`src/rtl/detector_sentido.sv`:
```
// detector_sentido: parking-gate direction decoder.
// Sync, debounce, four-phase crossing FSM -> x/y/err pulses.
module detector_sentido #(
    parameter int DEB_CYCLES = 4
) (
    input  logic clk,
    input  logic reset,
    input  logic a,
    input  logic b,
    output logic x,
    output logic y,
    output logic err,
    output logic busy
);

    localparam int CW = $clog2(DEB_CYCLES) + 1;
    localparam logic [CW-1:0] CNT_MAX = CW'(DEB_CYCLES - 1);

    typedef enum logic [2:0] {
        IDLE,
        E1,
        E2,
        E3,
        X1,
        X2,
        X3,
        ERR
    } state_t;

    logic a_s1_q, a_s2_q, b_s1_q, b_s2_q;
    logic a_s1_d, a_s2_d, b_s1_d, b_s2_d;

    logic          ad_q, bd_q, ad_d, bd_d;
    logic [CW-1:0] acnt_q, bcnt_q, acnt_d, bcnt_d;

    state_t state_q, state_d;
    logic   x_q, y_q, err_q, busy_q;
    logic   x_d, y_d, err_d, busy_d;
    logic [1:0] ab;

    // Two-flop synchroniser inputs for both sensor lines
    always_comb begin
        a_s1_d = a;
        a_s2_d = a_s1_q;
        b_s1_d = b;
        b_s2_d = b_s1_q;
    end

    // Per-channel debounce: db follows s2 after DEB_CYCLES of disagreement
    always_comb begin
        ad_d   = ad_q;
        acnt_d = '0;
        if (a_s2_q != ad_q) begin
            if (acnt_q == CNT_MAX) begin
                ad_d = a_s2_q;
            end else begin
                acnt_d = acnt_q + CW'(1);
            end
        end
        bd_d   = bd_q;
        bcnt_d = '0;
        if (b_s2_q != bd_q) begin
            if (bcnt_q == CNT_MAX) begin
                bd_d = b_s2_q;
            end else begin
                bcnt_d = bcnt_q + CW'(1);
            end
        end
    end

    assign ab = {ad_q, bd_q};

    // Crossing FSM next state and pulse decode on debounced {a,b}
    always_comb begin
        state_d = state_q;
        x_d     = 1'b0;
        y_d     = 1'b0;
        err_d   = 1'b0;
        case (state_q)
            IDLE: begin
                case (ab)
                    2'b10:   state_d = E1;
                    2'b01:   state_d = X1;
                    2'b11:   state_d = ERR;
                    default: state_d = IDLE;
                endcase
            end
            E1: begin
                case (ab)
                    2'b11:   state_d = E2;
                    2'b00:   state_d = IDLE;
                    2'b01:   state_d = ERR;
                    default: state_d = E1;
                endcase
            end
            E2: begin
                case (ab)
                    2'b01:   state_d = E3;
                    2'b10:   state_d = E1;
                    2'b00:   state_d = ERR;
                    default: state_d = E2;
                endcase
            end
            E3: begin
                case (ab)
                    2'b00: begin
                        state_d = IDLE;
                        x_d     = 1'b1;
                    end
                    2'b11:   state_d = E2;
                    2'b10:   state_d = ERR;
                    default: state_d = E3;
                endcase
            end
            X1: begin
                case (ab)
                    2'b11:   state_d = X2;
                    2'b00:   state_d = IDLE;
                    2'b10:   state_d = ERR;
                    default: state_d = X1;
                endcase
            end
            X2: begin
                case (ab)
                    2'b10:   state_d = X3;
                    2'b01:   state_d = X1;
                    2'b00:   state_d = ERR;
                    default: state_d = X2;
                endcase
            end
            X3: begin
                case (ab)
                    2'b00: begin
                        state_d = IDLE;
                        y_d     = 1'b1;
                    end
                    2'b11:   state_d = X2;
                    2'b01:   state_d = ERR;
                    default: state_d = X3;
                endcase
            end
            ERR: begin
                if (ab == 2'b00) begin
                    state_d = IDLE;
                end
            end
            default: state_d = IDLE;
        endcase
        if (state_d == ERR && state_q != ERR) begin
            err_d = 1'b1;
        end
        busy_d = (state_d != IDLE);
    end

    // All state and registered outputs; reset clears everything
    always_ff @(posedge clk) begin
        if (reset) begin
            a_s1_q  <= 1'b0;
            a_s2_q  <= 1'b0;
            b_s1_q  <= 1'b0;
            b_s2_q  <= 1'b0;
            ad_q    <= 1'b0;
            bd_q    <= 1'b0;
            acnt_q  <= '0;
            bcnt_q  <= '0;
            state_q <= IDLE;
            x_q     <= 1'b0;
            y_q     <= 1'b0;
            err_q   <= 1'b0;
            busy_q  <= 1'b0;
        end else begin
            a_s1_q  <= a_s1_d;
            a_s2_q  <= a_s2_d;
            b_s1_q  <= b_s1_d;
            b_s2_q  <= b_s2_d;
            ad_q    <= ad_d;
            bd_q    <= bd_d;
            acnt_q  <= acnt_d;
            bcnt_q  <= bcnt_d;
            state_q <= state_d;
            x_q     <= x_d;
            y_q     <= y_d;
            err_q   <= err_d;
            busy_q  <= busy_d;
        end
    end

    assign x    = x_q;
    assign y    = y_q;
    assign err  = err_q;
    assign busy = busy_q;

endmodule
```
`config.mk`:
```
export PLATFORM = sky130hd
export DESIGN_NAME = detector_sentido
export DESIGN_NICKNAME = d
export VERILOG_FILES = /design/src/rtl/detector_sentido.sv
export SDC_FILE = /design/constraint.sdc
export NUM_CORES = 1
export LEC_CHECK = 0
export BUFFER_PORTS_ARGS = -buffer_cell sky130_fd_sc_hd__buf_2
export CAP_MARGIN = 0
export CORE_MARGIN = 1.5
export CORE_UTILIZATION = 50
export DETAILED_ROUTE_END_ITERATION = 16
export HOLD_SLACK_MARGIN = 0.15
export PLACE_DENSITY_LB_ADDON = 0.1
export SKIP_CTS_REPAIR_TIMING = 1
export SLEW_MARGIN = 20
export SYNTH_ARGS = -nofsm -noshare
export SYNTH_HDL_FRONTEND = slang
export SYNTH_SLANG_ARGS = --single-unit
```
`constraint.sdc`:
```
create_clock -name clk -period 1.5 [get_ports clk]
set_input_delay 0.225 -clock clk [delete_from_list [all_inputs] [get_ports clk]]
set_output_delay 0.225 -clock clk [all_outputs]
set_load 0.005 [all_outputs]
```
==> flow_summary_export.csv <==
group,metric,value,unit
clock_tree,cts_max_path_buffers,2,
floorplan,num_io_pins,8,
cells_and_area,layout_common_cells,"16 x dfxtp_1, 13 x nor2_1, 13 x buf_4",
grt,grt_remaining_overflow,0,
outcome,violations,"negative setup slack",
drt,drt_iter0_drc,7,
sta,period_minus_slack,1590,ps
min_path,hold_depth,2,
grt,antenna_found_initial,0,
cells_and_area,diodes,0,
setup_path,worstSetupPathType,"register to register",
synth,synth_top_area_share,39.7,%
grt,grtUsageMet3,3.46,%
setup_path,worstReg2RegEnd,"err$_SDFF_PP0_",
setup_path,r2r_cells,6,
cells_and_area,syn_to_final_growth,30.9,%
drt,drc_errors,0,
setup_path,cp.arrival,1810,ps
min_path,min-delay-start,"a",
setup_path,cp-start-kind,"register",
setup_path,path_max_fanout,6,
drt,routed_wl,1840,µm
grt,grt_busiest_layer,"met2",
sta,max_freq,627,MHz
floorplan,start_util,54.3,%
cells_and_area,final_common_cell,"dfxtp_1",
min_path,hold_path_end,"a_s1_q$_SDFF_PP0_",
clock_tree,cts_buffers,3,
drt,vias_per_cell,5.28,
placement,io_buffers,7,
synth,synth_sequential_area_ratio,39.7,%
drt,num_vias,766,
setup_path,reg2reg_from,"bd_q$_SDFFE_PP0P_",
placement,hpwlAfterDp,1400,µm
drt,drtAntennaViolNets,0,
floorplan,core_area,1760,µm²
power_and_ir_drop,leakage,0.512,nW
sta,grt_setup_unrepaired,"yes",
cells_and_area,reg_top3,"acnt_q: 3 flops, bcnt_q: 3 flops, state_q: 3 flops",
run,drv_cap,0,
sta,final_hold_viol_count,0,
sta,slew_violations,0,
power_and_ir_drop,power,1.57,mW
cells_and_area,final_nets,137,
clock_tree,clk_pin_slew_worst_paths,110,ps
synth,avgSynthCellArea,9.68,µm²
synth,yosysWarnings,0,
cells_and_area,fillCellCount,147,
placement,placed_cells,140,
drt,dr.pass1.iters,3,
clock_tree,clkSinkCount,19,
min_path,hp-class,"input pin to register",
sta,slew_headroom,76.7,%
clock_tree,clock_latency,290,ps
setup_path,worstPathRequired,1720,ps
drt,routedWlPerCell,12.7,µm
grt,grt_max_degree,12,
grt,grt_pass1_vias,738,
setup_path,r2r_slack,-90,ps
placement,pre_cts_ws,-94.5,ps
cells_and_area,layoutNonFillerInstCount,145,
outcome,outcome,"finished, violations left",
placement,routabilityCongestion,0.845,
synth,netlist_top_cells_area,"dfxtp_1 40%, ha_1 16%, nor2_1 5.1%",
sta,finalClockSkew,9.04,ps
sta,setup_violations,2,
sta,worst_slew_pin_slew,349,ps
grt,grt.total_usage,19.7,%
clock_tree,clockRootBuffer,"clkbuf_4",
synth,synth_cells,99,
synth,synth_nets,115,
grt,grt_pass1_wl,3030,µm
clock_tree,ctsHtreeMaxLevel,1,
grt,grtUsageMet2,33.4,%
power_and_ir_drop,ir_worst_vdd,0.549,mV
floorplan,die_h,46.8,µm
floorplan,rows,15,
floorplan,die_w,46.8,µm
clock_tree,cts_tree,"done",
cells_and_area,drive_above_1_share,39.2,%
power_and_ir_drop,power.density,1250,nW/µm²
sta,fin_crit_sh,106,%
synth,syn_area,958,µm²
sta,setup_slack,-94.7,ps
grt,grtUsageMet1,22.7,%
synth,yosys.cell_types.count,32,
synth,ys_seq_elements,19,
setup_path,cp-end-kind,"register",
floorplan,dieArea,2190,µm²
sta,timing.hold.ws,144,ps
synth,synth.largest_area_cell,"dfxtp_1",
[synthesized netlist by cell type]
cell type   n
or4_1       1
nor4b_1     1
a31oi_1     1
a2111oi_2   1
and3_1      1
inv_1       8
mux2i_1     3
o221ai_1    1
ha_1       12
clkbuf_1    1
o221ai_2    1
dfxtp_1    19
a211oi_1    3
xnor2_1     2
nor3b_1     2
nand2b_1    2
nand2_1     4
nor2_1     13
or2b_1      1
o41ai_1     1
inv_2       1
o31ai_1     1
or2_2       2
nor4_1      1
nor4_2      2
a21oi_1     2
nor2b_1     4
or3_1       2
o21ai_0     2
buf_4       2
buf_6       1
or4b_1      1
[power breakdown]
part / internal [mW] / leakage [nW] / switching, mW
sequential: 0.555 / 0.157 / 0.0817
combinational: 0.369 / 0.340 / 0.314
clock: 0.103 / 0.0150 / 0.148
[metrics by stage]
step                      util, %  TNS, ps  area (µm²)
after detailed placement     65.5     -147        1150
after global placement       65.5     -134        1150
final                        71.1     -163        1250
after global routing         71.1     -341        1250
after floorplan                 -        0        1020
after CTS                    67.0     -188        1180
[critical path, stage by stage (launching register included)]
cell and delay [ps]:
dfxtp_4 410, inv_6 60, ha_4 160, or4b_4 480, o41ai_2 70, a211oi_2 90
nor4_2 240
[layer usage]
metal / vias up / share of wire [%]
li1: 383 / -
met1: 361 / 43
met2: 14 / 50
met3: 8 / 3.3
met4: 0 / 3.4
met5: - / 0
[cell type report]
cell class | instances | area (µm²) | share of cell area (%)
Tap cell | 25 | 31.3 | 2.49
Multi-Input combinational cell | 67 | 624 | 49.8
Timing Repair Buffer | 21 | 143 | 11.4
Clock buffer | 4 | 26.3 | 2.09
Inverter | 9 | 41.3 | 3.29
Sequential cell | 19 | 389 | 31.0
[cells by family (layout without fill, tap and decap cells)]
logic type,Yosys count,count (layout),share of synthesized area [%]
xor+xnor,2,2,1.83
fa+ha+maj,12,12,15.7
flops,19,19,39.7
mux,3,3,3.13
simple gates,37,37,22.2
compound gates,13,13,10.8
buf+inv,13,34,6.66
[worst max-delay path by stage]
stage,from,to,cells after the start
detailed placement,bd_q$_SDFFE_PP0P_,err$_SDFF_PP0_,6
global route,bd_q$_SDFFE_PP0P_,err$_SDFF_PP0_,6
finish,bd_q$_SDFFE_PP0P_,err$_SDFF_PP0_,6
floorplan,ad_q$_SDFFE_PP0P_,busy$_SDFF_PP0_,6
CTS,bd_q$_SDFFE_PP0P_,err$_SDFF_PP0_,6
global placement,bd_q$_SDFFE_PP0P_,err$_SDFF_PP0_,6
Power figures use the tool's default switching activity.
